## config.mk

```make
export PLATFORM = sky130hd
export DESIGN_NAME = tt_um_seq_div
export DESIGN_NICKNAME = d
export VERILOG_FILES = /design/src/rtl/seq_div_pkg.sv /design/src/rtl/seq_div_step.sv /design/src/rtl/tt_um_seq_div.sv
export SDC_FILE = /design/constraint.sdc
export NUM_CORES = 1
export LEC_CHECK = 0
export ABC_AREA = 0
export BUFFER_PORTS_ARGS = -buffer_cell sky130_fd_sc_hd__clkbuf_2
export CAP_MARGIN = 20
export CELL_PAD_IN_SITES_DETAIL_PLACEMENT = 1
export CELL_PAD_IN_SITES_GLOBAL_PLACEMENT = 2
export CORE_MARGIN = 5
export CORE_UTILIZATION = 31
export DETAILED_ROUTE_END_ITERATION = 6
export GPL_TIMING_DRIVEN = 1
export PLACE_DENSITY = 0.75
export SETUP_SLACK_MARGIN = 0.15
export SYNTH_ARGS = -nofsm -noshare
export SYNTH_HDL_FRONTEND = slang
export SYNTH_HIERARCHICAL = 1
export SYNTH_SLANG_ARGS = --single-unit
```

## constraint.sdc

```tcl
create_clock -name clk -period 1.6 [get_ports clk]
set_input_delay 0.32 -clock clk [delete_from_list [all_inputs] [get_ports clk]]
set_output_delay 0.32 -clock clk [all_outputs]
set_load 0.05 [all_outputs]
```

## src/rtl/seq_div_pkg.sv

```systemverilog
// Shared types and constants for the sequential restoring divider.
package seq_div_pkg;
  typedef enum logic [1:0] {
    IDLE = 2'd0,
    RUN  = 2'd1,
    DONE = 2'd2
  } state_t;

  localparam int WIDTH      = 4;
  localparam int DW         = 2 * WIDTH;
  localparam int CNT_W      = $clog2(DW + 1);
  localparam logic [7:0] UIO_OE_VAL = 8'hF8;
endpackage

```

## src/rtl/seq_div_step.sv

```systemverilog
// One restoring-division step: shift in a dividend bit, subtract the divisor if it fits.
module seq_div_step #(
  parameter int W = 4
) (
  input  logic [W:0]   i_rem,
  input  logic         i_bit,
  input  logic [W-1:0] i_divisor,
  output logic [W:0]   o_rem,
  output logic         o_qbit
);
  logic [W:0] w_shift;
  logic [W:0] w_div;
  logic       w_unused_msb;

  // The kept remainder is below the divisor, so its top bit never carries into the shift.
  assign w_unused_msb = i_rem[W];

  always_comb begin
    w_shift = {i_rem[W-1:0], i_bit};
    w_div   = {1'b0, i_divisor};
    if (w_shift >= w_div) begin
      o_rem  = w_shift - w_div;
      o_qbit = 1'b1;
    end else begin
      o_rem  = w_shift;
      o_qbit = 1'b0;
    end
  end
endmodule

```

## src/rtl/tt_um_seq_div.sv

```systemverilog
// Sequential restoring divider, one quotient bit per clock.
// Optional build macro SEQ_DIV_ZERO_SHORTCUT_EN: a zero divisor skips the iterations.
module tt_um_seq_div
  import seq_div_pkg::*;
#(
  parameter int WIDTH = seq_div_pkg::WIDTH
) (
  input  logic                 clk,
  input  logic                 reset,
  input  logic [2*WIDTH-1:0]   ui_in,
  input  logic [7:0]           uio_in,
  input  logic                 in_valid,
  output logic [2*WIDTH-1:0]   uo_out,
  output logic [7:0]           uio_out,
  output logic [7:0]           uio_oe,
  output logic                 busy,
  output logic                 out_done
);
  localparam int QW = 2 * WIDTH;
  localparam int CW = $clog2(QW + 1);

  state_t             r_state;
  logic [CW-1:0]      r_cnt;
  logic [QW-1:0]      r_dividend;
  logic [QW-1:0]      r_quot;
  logic [WIDTH-1:0]   r_divisor;
  logic [WIDTH:0]     r_rem;
  logic               r_dz;
  logic [QW-1:0]      r_uo_out;
  logic [7:0]         r_uio_out;
  logic               r_busy;
  logic               r_out_done;
  logic [WIDTH:0]     w_next_rem;
  logic               w_qbit;
  logic               w_unused;

  assign w_unused = ^uio_in[7:WIDTH];

  seq_div_step #(.W(WIDTH)) u_step (
    .i_rem     (r_rem),
    .i_bit     (r_dividend[QW-1]),
    .i_divisor (r_divisor),
    .o_rem     (w_next_rem),
    .o_qbit    (w_qbit)
  );

  always_ff @(posedge clk or negedge reset) begin
    if (!reset) begin
      r_state    <= IDLE;
      r_cnt      <= '0;
      r_dividend <= '0;
      r_quot     <= '0;
      r_divisor  <= '0;
      r_rem      <= '0;
      r_dz       <= 1'b0;
      r_uo_out   <= '0;
      r_uio_out  <= 8'h00;
      r_busy     <= 1'b0;
      r_out_done <= 1'b0;
    end else begin
      r_out_done <= 1'b0;
      case (r_state)
        IDLE: begin
          if (in_valid) begin
            r_dividend <= ui_in;
            r_divisor  <= uio_in[WIDTH-1:0];
            r_rem      <= '0;
            r_cnt      <= '0;
            r_quot     <= '0;
            r_dz       <= (uio_in[WIDTH-1:0] == '0);
            r_busy     <= 1'b1;
`ifdef SEQ_DIV_ZERO_SHORTCUT_EN
            // Same result the full iteration would produce for a zero divisor.
            if (uio_in[WIDTH-1:0] == '0) begin
              r_quot  <= '1;
              r_rem   <= {1'b0, ui_in[WIDTH-1:0]};
              r_state <= DONE;
            end else begin
              r_state <= RUN;
            end
`else
            r_state    <= RUN;
`endif
          end
        end
        RUN: begin
          r_rem      <= w_next_rem;
          r_quot     <= {r_quot[QW-2:0], w_qbit};
          r_dividend <= {r_dividend[QW-2:0], 1'b0};
          r_cnt      <= r_cnt + CW'(1);
          if (r_cnt == CW'(QW - 1)) begin
            r_state <= DONE;
          end
        end
        DONE: begin
          r_uo_out   <= r_quot;
          r_uio_out  <= {r_rem[WIDTH-1:0], r_dz, 3'b000};
          r_out_done <= 1'b1;
          r_busy     <= 1'b0;
          r_state    <= IDLE;
        end
        default: begin
          r_state <= IDLE;
          r_busy  <= 1'b0;
        end
      endcase
    end
  end

  assign uo_out   = r_uo_out;
  assign uio_out  = r_uio_out;
  assign uio_oe   = UIO_OE_VAL;
  assign busy     = r_busy;
  assign out_done = r_out_done;
endmodule

```

# --- After elaboration in Yosys (flattened, before gate mapping) ---
# Cells that the tools add are included.
op_classes:
  addsub: 2
  n_lt_le_gt_ge: 1
  eq_ne: 5
  muxes: 16
  bitwise_logic: 1
  reduce_logical: 7
ops:
  columns: ["cell", "n"]
  rows:
  - ["$pmux W8 S2", 2]
  - ["$mux W8", 2]
  - ["$pmux W4 S2", 2]
  - ["$mux W4", 3]
  - ["$reduce_and A2 Y1", 4]
  - ["$ge A5 B4 Y1", 1]
  - ["$add A4 B1 Y4 const B", 1]
  - ["$eq A4 B3 Y1 const B", 1]
  - ["$logic_not A4 Y1", 1]
  - ["$mux W2", 2]
  - ["$ne A2 B2 Y1 const B", 2]
  - ["$pmux W2 S2", 1]
  - ["$sub A4 B4 Y4", 1]
  - ["$mux W1", 3]
  - ["$eq A2 B1 Y1 const B", 1]
  - ["$eq A2 B2 Y1 const B", 1]
  - ["$logic_not A2 Y1", 1]
  - ["$pmux W1 S2", 1]
  - ["$reduce_bool A2 Y1", 1]
  - ["$not A1 Y1", 1]
word_totals:
  regBits: 46
  inputBits: 19
  output_inout_bits: 26

# --- Logic depth before layout (Yosys ltp) ---
# Gate-level depths: netlist (run 1).
depth:
  word_depth: 3
  depth_mapped: 8
  depth_no_buf: 8

# --- Cells and area by module ---
# Netlist (run 1), hierarchy kept.
by_module_without_submodules:
  columns: ["mod", "instances", "cells_each", "area_each_um2"]
  rows:
  - ["tt_um_seq_div", 1, 186, 1999.4]
  - ["seq_div_step", 1, 35, 247.7]

# --- Least setup slack after synthesis (run 1) ---
# OpenSTA, ideal clock, no wires.
synth_path:
  path_kind: "flip-flop to flip-flop"
  startpoint: "register r_dividend[7]"
  endpoint: "register, netlist name r_rem[4]"
  setup_ns: 0.117
  t_arrival_ns: 1.498
  required_time_ns: 1.483
  setup_slack_ns: -0.015
  path_stages_with_launch: 10
  n_path_buf: 0
  synth_period_minus_slack_ns: 1.615
  path_cell_list: "dfrtp_1 > inv_1 > ha_1 > fa_1 > nand2b_1 > a21oi_1 > or2_2 > o21ai_0 > nand2_1 > nand2_1"
synth_lines:
  columns: ["item", "line_no", "text"]
  rows:
  - ["start, declared", "tt_um_seq_div.sv:24", "logic [QW-1:0] r_dividend;"]
  - ["start signal, assigned", "tt_um_seq_div.sv:65", "r_dividend <= ui_in;"]
  - ["start signal, assigned", "tt_um_seq_div.sv:89", "r_dividend <= {r_dividend[QW-2:0], 1'b0};"]

# --- Final worst setup path (run 1) ---
layout_path:
  startpoint: "register r_rem[0]"
  endpoint: "register r_rem[2]"
layout_via:
  elab_chain_cells: 3
  word_cells_on_any_way: 4
  classes_between: "add/sub: 1; order compare: 1; mux: 2"
layout_lines:
  columns: ["item", "line_no", "text"]
  rows:
  - ["start, declared", "tt_um_seq_div.sv:27", "logic [WIDTH:0] r_rem;"]
  - ["start signal, assigned", "tt_um_seq_div.sv:87", "r_rem <= w_next_rem;"]
  - ["$sub A4 B4 Y4 / $ge A5 B4 Y1 (equally long branches)", "seq_div_step.sv:22, seq_div_step.sv:21", null]
  - ["$mux W4 *", "seq_div_step.sv:21", "if (w_shift >= w_div) begin"]
  - ["net w_next_rem[2]", "tt_um_seq_div.sv:33", "logic [WIDTH:0] w_next_rem;"]
  - ["$pmux W4 S2 *", "tt_um_seq_div.sv:62", "case (r_state)"]
# The timed path passes the listed nets; every way through them passes the cells marked *.
# A chain may end at the register's enable or synchronous reset.

==> impl_summary.txt, run 1 <==
----------------------------------------------------
[Setup path]
  Crit Path Category ... register to register
  Signal arrival time at the worst endpoint ... around 1.8 ns
  Launching element type of the critical path ... register
  Critical path fanouts, max ... 3
  Crit path capture type ... register
  Required arrival time at the worst endpoint ... between 1.5 and 2 ns

[CTS]
  CTS Sinks ... 46
  CTS tree ... yes
  Clock-pin slew of the registers on the worst-case setup and hold paths ... around 0.09 ns
  Number of levels in the clock H-tree ... 2
  Clk Tree Root Cell ... sky130_fd_sc_hd__clkbuf_8
  Clk buf depth ... 2
  Number of clock buffers inserted by TritonCTS ... 5
  Clk Latency, worst-skew pair ... ~0.3 ns

[Global route]
  Total overflow reported by the global router ... 0
  Antenna violations before repair ... 0
  Maximum number of pins on one net before global-route repair ... 47
  Number of global-route vias before repair ... roughly 1,700
  Total global routing track utilization ... 0.111
  First-pass GRT wire length ... 7.78 mm

[Place]
  Dpl ws ... 0.00698 ns
  Final weighted congestion in routability-driven placement ... approximately 0.71
  Detailed placement HPWL ... between 3 and 4 mm
  Port Buffer Count ... 29
  Instance count after placement with tap cells included ... approximately 340

[Route]
  Vias per std cell ... 4.47
  Total number of vias ... about 1,600
  DRC violation total after the first TritonRoute iteration ... about 50
  Wirelength, routed ... 4.50 mm
  Count of TritonRoute iterations in the first routing pass ... 4
  Number of design rule violations left after detail routing ... 0
  ANT nets after route ... 0
  Routed wire length per instance ... around 13 um

[STA]
  Clock skew after layout ... around 0.0076 ns
  Highest Clock Rate ... ~640 MHz
  Max-slew violation count ... 0
  Final critical delay including setup and external delays ... around 1.6 ns
  Setup repair after global routing missed its margin ... true
  Final setup violating endpoints ... 0
  Hold Vio Cnt, Final ... 0
  Final total negative setup slack ... 0 ns
  Final period util ... 0.970
  Least setup slack across all paths after layout ... 0.0476 ns

[Final layout]
  Final cell utilization of the core ... 0.396
  Most frequent standard cell in the layout excluding fill and tap cells ... sky130_fd_sc_hd__dfrtp_1
  Register area ... around 0.0012 mm2
  Commonest cells after routing, fill and taps aside ... sky130_fd_sc_hd__dfrtp_1 (46), sky130_fd_sc_hd__nand2_1 (45), sky130_fd_sc_hd__clkbuf_2 (29)
  Number of nets in the final layout ... 280
  Final non-filler cell total ... about 350
  Fraction of layout instances using a drive strength above 1 ... 0.363
  Synthesis-to-layout area growth ... 24.2%
  Multi-input logic area ... approximately 950 um2
  FILL cells ... a little over 800
  Total inserted antenna cells ... 0

[Min path]
  Worst min-delay path class ... primary input to register

[Power and ir drop]
  Switching share of power ... 0.430
  Clock network fraction of total power ... 0.135
  Total power divided by cell area ... 2400 mW/mm2
  Leakage power of the design ... 1.29 nW
  Internal power of the cells ... roughly 0.0037 W
  Highest ir drop seen on vdd ... around 0.00056 V
  Switching component of the power ... between 0.002 and 0.003 W
  Proportion of power drawn by flip-flops and latches ... 0.317
  Comb power frac ... 0.548

[Run status]
  Run status ... completed

[Synthesis]
  Avg Inst Size Synth ... slightly above 10 um2
  Cell area after synthesis ... roughly 0.0022 mm2
  Yosys warnings ... 6
  Cells after Synth ... between 200 and 250

[Run]
  Number of max-cap violations ... 0

[Floorplanning]
  Chip Width ... between 90 and 100 um
  Row count ... 30
  Placeable core region ... just under 0.007 mm2
  Overall die area ... around 0.009 mm2
  Top Ports ... between 40 and 50
  Initial Util ... 0.318
  Die Y-Extent ... approximately 94 um

----------------------------------------------------
## critical path, cell delays in order (launching register included)
cell	delay [ns]
sky130_fd_sc_hd__dfrtp_1	0.44
sky130_fd_sc_hd__ha_4	0.31
sky130_fd_sc_hd__nand2b_4	0.06
sky130_fd_sc_hd__a21oi_4	0.19
sky130_fd_sc_hd__nor2_4	0.07
sky130_fd_sc_hd__mux2_4	0.29
sky130_fd_sc_hd__nand2_1	0.06
sky130_fd_sc_hd__nand2_1	0.04
## per-layer routing
metal | global-route usage | vias to the layer above | routed length [um]
met5 | 0 | - | 0
met4 | 0.0433 | 0 | 77
met3 | 0.0264 | 6 | 220
met2 | 0.196 | 32 | 2220
met1 | 0.130 | 772 | 1980
li1 | - | 762 | -
## metrics by stage
step / area, um2 / hold WS, ns / total power (W)
6_report: 2700 / 0.207 / 0.00648
5_1_grt: 2700 / 0.206 / 0.00703
4_1_cts: 2680 / 0.207 / 0.00651
3_5_place_dp: 2460 / 0.327 / 0.00523
3_3_place_gp: 2460 / 0.326 / 0.00514
2_1_floorplan: 2230 / 0.0244 / 0.00444
## power by group through the flow
stage	combinational [W]	sequential [W]	clock, W
final	0.00355	0.00205	0.000877
after global routing	0.00393	0.00213	0.000972
after CTS	0.00353	0.00206	0.000917
after detailed placement	0.00315	0.00208	0
after global placement	0.00309	0.00205	0
after floorplan	0.00187	0.00257	0
## sequential cells by signal (all words and copies together), names as in the netlist
| name | cells |
|---|---|
| r_cnt | 4 |
| uio_out | 5 |
| r_quot | 8 |
| r_dz | 1 |
| r_dividend | 8 |
| busy | 1 |
| r_divisor | 4 |
| r_rem | 4 |
| uo_out | 8 |
| r_state | 2 |
| out_done | 1 |
## cell type report
type | instances | area share
clock inverters | 3 | 0.0167
well taps | 96 | 0.0444
repair buffers | 52 | 0.125
flip-flops and latches | 46 | 0.426
clock buffers | 5 | 0.0255
inverters | 7 | 0.00972
multi-input cells | 143 | 0.353
## worst paths after layout
| path | startpoint | end | slack [ns] | cells after the start |
|---|---|---|---|---|
| setup / recovery | r_rem[0]$_DFFE_PN0P_ | r_rem[2]$_DFFE_PN0P_ | 0.05 | 7 |
| hold / removal | ui_in[0] | r_dividend[0]$_DFFE_PN0P_ | 0.21 | 3 |
| setup reg to reg | r_rem[0]$_DFFE_PN0P_ | r_rem[2]$_DFFE_PN0P_ | 0.05 | 7 |
| hold reg to reg | r_cnt[3]$_DFFE_PN0P_ | r_state[1]$_DFFE_PN0P_ | 0.48 | 1 |
| max in group asynchronous | reset | r_cnt[2]$_DFFE_PN0P_ | 0.85 | 3 |
| min in group asynchronous | reset | out_done$_DFF_PN0_ | 0.53 | 3 |
## timing repair
action / CTS / global route
endpoints found under the hold margin: 26 / 0
pin swaps: 8 / 3
endpoints found under the setup margin: 3 / 7
hold buffers: 1 / 0
setup buffers: 6 / 2
resized for setup: 11 / 3
(Power assumes the default switching activity.)
==> run 2: changes to the inputs <==
--- a/config.mk
+++ b/config.mk
@@ -15,6 +15,7 @@
 export DETAILED_ROUTE_END_ITERATION = 6
 export GPL_TIMING_DRIVEN = 1
 export PLACE_DENSITY = 0.75
+export REMOVE_ABC_BUFFERS = 1
 export SETUP_SLACK_MARGIN = 0.15
 export SYNTH_ARGS = -nofsm -noshare
 export SYNTH_HDL_FRONTEND = slang
==> impl_summary.txt, run 2 (same netlist as run 1, synthesis figures left out) <==
----------------------------------------------------
[Place]
  Detailed placement HPWL ... 3.18 mm (+4.6%)
  Dpl ws ... -0.0477 ns (-0.0547 ns)
  Final weighted congestion in routability-driven placement ... 0.681 (-3.6%)
  Post-placement cell area ... 0.00242 mm2 (-1.3%)
  Port Buffer Count ... 29 (unchanged)

[STA]
  Max-slew violation count ... 0 (unchanged)
  Setup repair after global routing missed its margin ... true
  Final setup violating endpoints ... 0 (unchanged)
  Final period util ... 0.968 (-0.00235)
  Hold Vio Cnt, Final ... 0 (unchanged)
  Clock skew after layout ... 0.00962 ns (+0.00206 ns)
  Least setup slack across all paths after layout ... 0.0514 ns (+0.00375 ns)
  Final Hold Slack ... 0.218 ns (+0.0112 ns)
  Final critical delay including setup and external delays ... 1.55 ns (-0.00375 ns)
  Highest Clock Rate ... 646 MHz (+0.24%)

[CTS]
  CTS tree ... yes
  Clock-pin slew of the registers on the worst-case setup and hold paths ... 0.09 ns (about the same)
  Clk Tree Root Cell ... sky130_fd_sc_hd__clkbuf_8
  Number of levels in the clock H-tree ... 2 (unchanged)
  Clk buf depth ... 2 (unchanged)
  CTS Sinks ... 46 (unchanged)
  Clk Latency, worst-skew pair ... 0.30 ns (about the same)
  Number of clock buffers inserted by TritonCTS ... 5 (unchanged)

[Global route]
  Antenna violations before repair ... 0 (unchanged)
  Maximum number of pins on one net before global-route repair ... 47 (unchanged)
  Total global routing track utilization ... 0.112 (+0.000356)
  First-pass GRT wire length ... 7.71 mm (-0.89%)
  Total overflow reported by the global router ... 0 (unchanged)
  Number of global-route vias before repair ... 1,624 (-5.3%)

[Floorplanning]
  Overall die area ... 0.00879 mm2 (unchanged)
  Row count ... 30 (unchanged)
  Placeable core region ... 0.00683 mm2 (unchanged)
  Chip Width ... 93.8 um (unchanged)
  Initial Util ... 0.318 (unchanged)
  Die Y-Extent ... 93.8 um (unchanged)
  Top Ports ... 45 (unchanged)

[Final layout]
  Commonest cells after routing, fill and taps aside ... sky130_fd_sc_hd__dfrtp_1 (46), sky130_fd_sc_hd__nand2_1 (45), sky130_fd_sc_hd__clkbuf_2 (29)
  FILL cells ... 794 (-2.5%)
  Total inserted antenna cells ... 0 (unchanged)
  Final Cell Area ... 0.00271 mm2 (+0.14%)
  Number of nets in the final layout ... 277 (-1.1%)
  Most frequent standard cell in the layout excluding fill and tap cells ... sky130_fd_sc_hd__dfrtp_1
  Final cell utilization of the core ... 0.396 (+0.000550)
  Fraction of layout instances using a drive strength above 1 ... 0.356 (-0.00755)
  Synthesis-to-layout area growth ... 24.4%

[Setup path]
  Critical path fanouts, max ... 3 (unchanged)
  Crit path capture type ... register
  Launching element type of the critical path ... register
  Signal arrival time at the worst endpoint ... 1.80 ns (+0.04 ns)
  Crit Path Category ... register to register
  Required arrival time at the worst endpoint ... 1.85 ns (+0.05 ns)

[Power and ir drop]
  Total power divided by cell area ... 2460 mW/mm2 (+2.7%)
  Highest ir drop seen on vdd ... 0.000689 V (+22%)
  PnR Total Power ... 0.00667 W (+2.9%)
  Leakage power of the design ... 1.29 nW (about the same)

[Route]
  Routed wire length per instance ... 13.1 um (+2.8%)
  Total number of vias ... 1,542 (-1.9%)
  Vias per std cell ... 4.42 (-1.1%)
  ANT nets after route ... 0 (unchanged)
  Count of TritonRoute iterations in the first routing pass ... 4 (unchanged)
  DRC violation total after the first TritonRoute iteration ... 29 (-41%)
  Number of design rule violations left after detail routing ... 0 (unchanged)
  Wirelength, routed ... 4.58 mm (+1.9%)

[Run]
  Number of max-cap violations ... 0 (unchanged)

[Min path]
  Worst min-delay path class ... primary input to register

[Run status]
  Run status ... completed

----------------------------------------------------
[run 2: changes by cell type in the layout (fill, tap and decap cells not counted), sizes merged]
cell,change
buf,-3
clkinvlp,-2
bufinv,+1
clkinv,+1
[run 2: per-layer routing]
layer	vias up	routed length, um	track usage
li1	753	-	-
met1	746	2000	0.133
met2	37	2260	0.193
met3	6	262	0.0321
met4	0	59	0.0361
met5	-	0	0
[run 2: area by class of cell]
| cell class | instances | area (um2) | area share |
|---|---|---|---|
| Timing Repair Buffer | 49 | 318 | 0.117 |
| Inverter | 7 | 26.3 | 0.00971 |
| Clock inverter | 3 | 68.8 | 0.0254 |
| Multi-Input combinational cell | 143 | 953 | 0.352 |
| Tap cell | 96 | 120 | 0.0444 |
| Sequential cell | 46 | 1150 | 0.425 |
| Clock buffer | 5 | 68.8 | 0.0254 |
[run 2: timing repair]
action	in CTS	in global routing
hold buffers	1	0
endpoints found under the setup margin	4	6
buffers inserted	4	2
gates cloned	0	0
resized for setup	11	6
pin swaps	7	4
hold endpoints to repair	21	0
[run 2: path summary, 6_finish.rpt]
path	end	depth (start not counted)	start	slack, ns
max in group asynchronous	r_dividend[2]$_DFFE_PN0P_	3	reset	0.84
setup reg to reg	r_rem[1]$_DFFE_PN0P_	9	r_divisor[3]$_DFFE_PN0P_	0.05
hold / removal	r_dividend[0]$_DFFE_PN0P_	3	ui_in[0]	0.22
setup / recovery	r_rem[1]$_DFFE_PN0P_	9	r_divisor[3]$_DFFE_PN0P_	0.05
min in group asynchronous	uio_out[7]$_DFFE_PN0P_	3	reset	0.54
hold reg to reg	r_state[1]$_DFFE_PN0P_	1	r_cnt[3]$_DFFE_PN0P_	0.49
[run 2: critical path: stages, from the launching register on]
cell,delay (ns)
sky130_fd_sc_hd__dfrtp_1,0.40
sky130_fd_sc_hd__inv_2,0.09
sky130_fd_sc_hd__ha_4,0.22
sky130_fd_sc_hd__nand4_1,0.11
sky130_fd_sc_hd__nand2_2,0.08
sky130_fd_sc_hd__nor2_4,0.14
sky130_fd_sc_hd__buf_6,0.13
sky130_fd_sc_hd__mux2i_2,0.20
sky130_fd_sc_hd__nand2_1,0.07
sky130_fd_sc_hd__nand2_1,0.05
[run 2: power by group]
part | internal (W) | switching (W)
logic | 0.00155 | 0.00203
clock network | 0.000626 | 0.000413
registers | 0.00170 | 0.000354
[run 2: metrics by stage]
step	instances	TNS (ns)
final	349	0
after global routing	349	-0.0878
after CTS	347	0
after detailed placement	334	-0.0745
after global placement	334	0
after floorplan	196	-0.0884
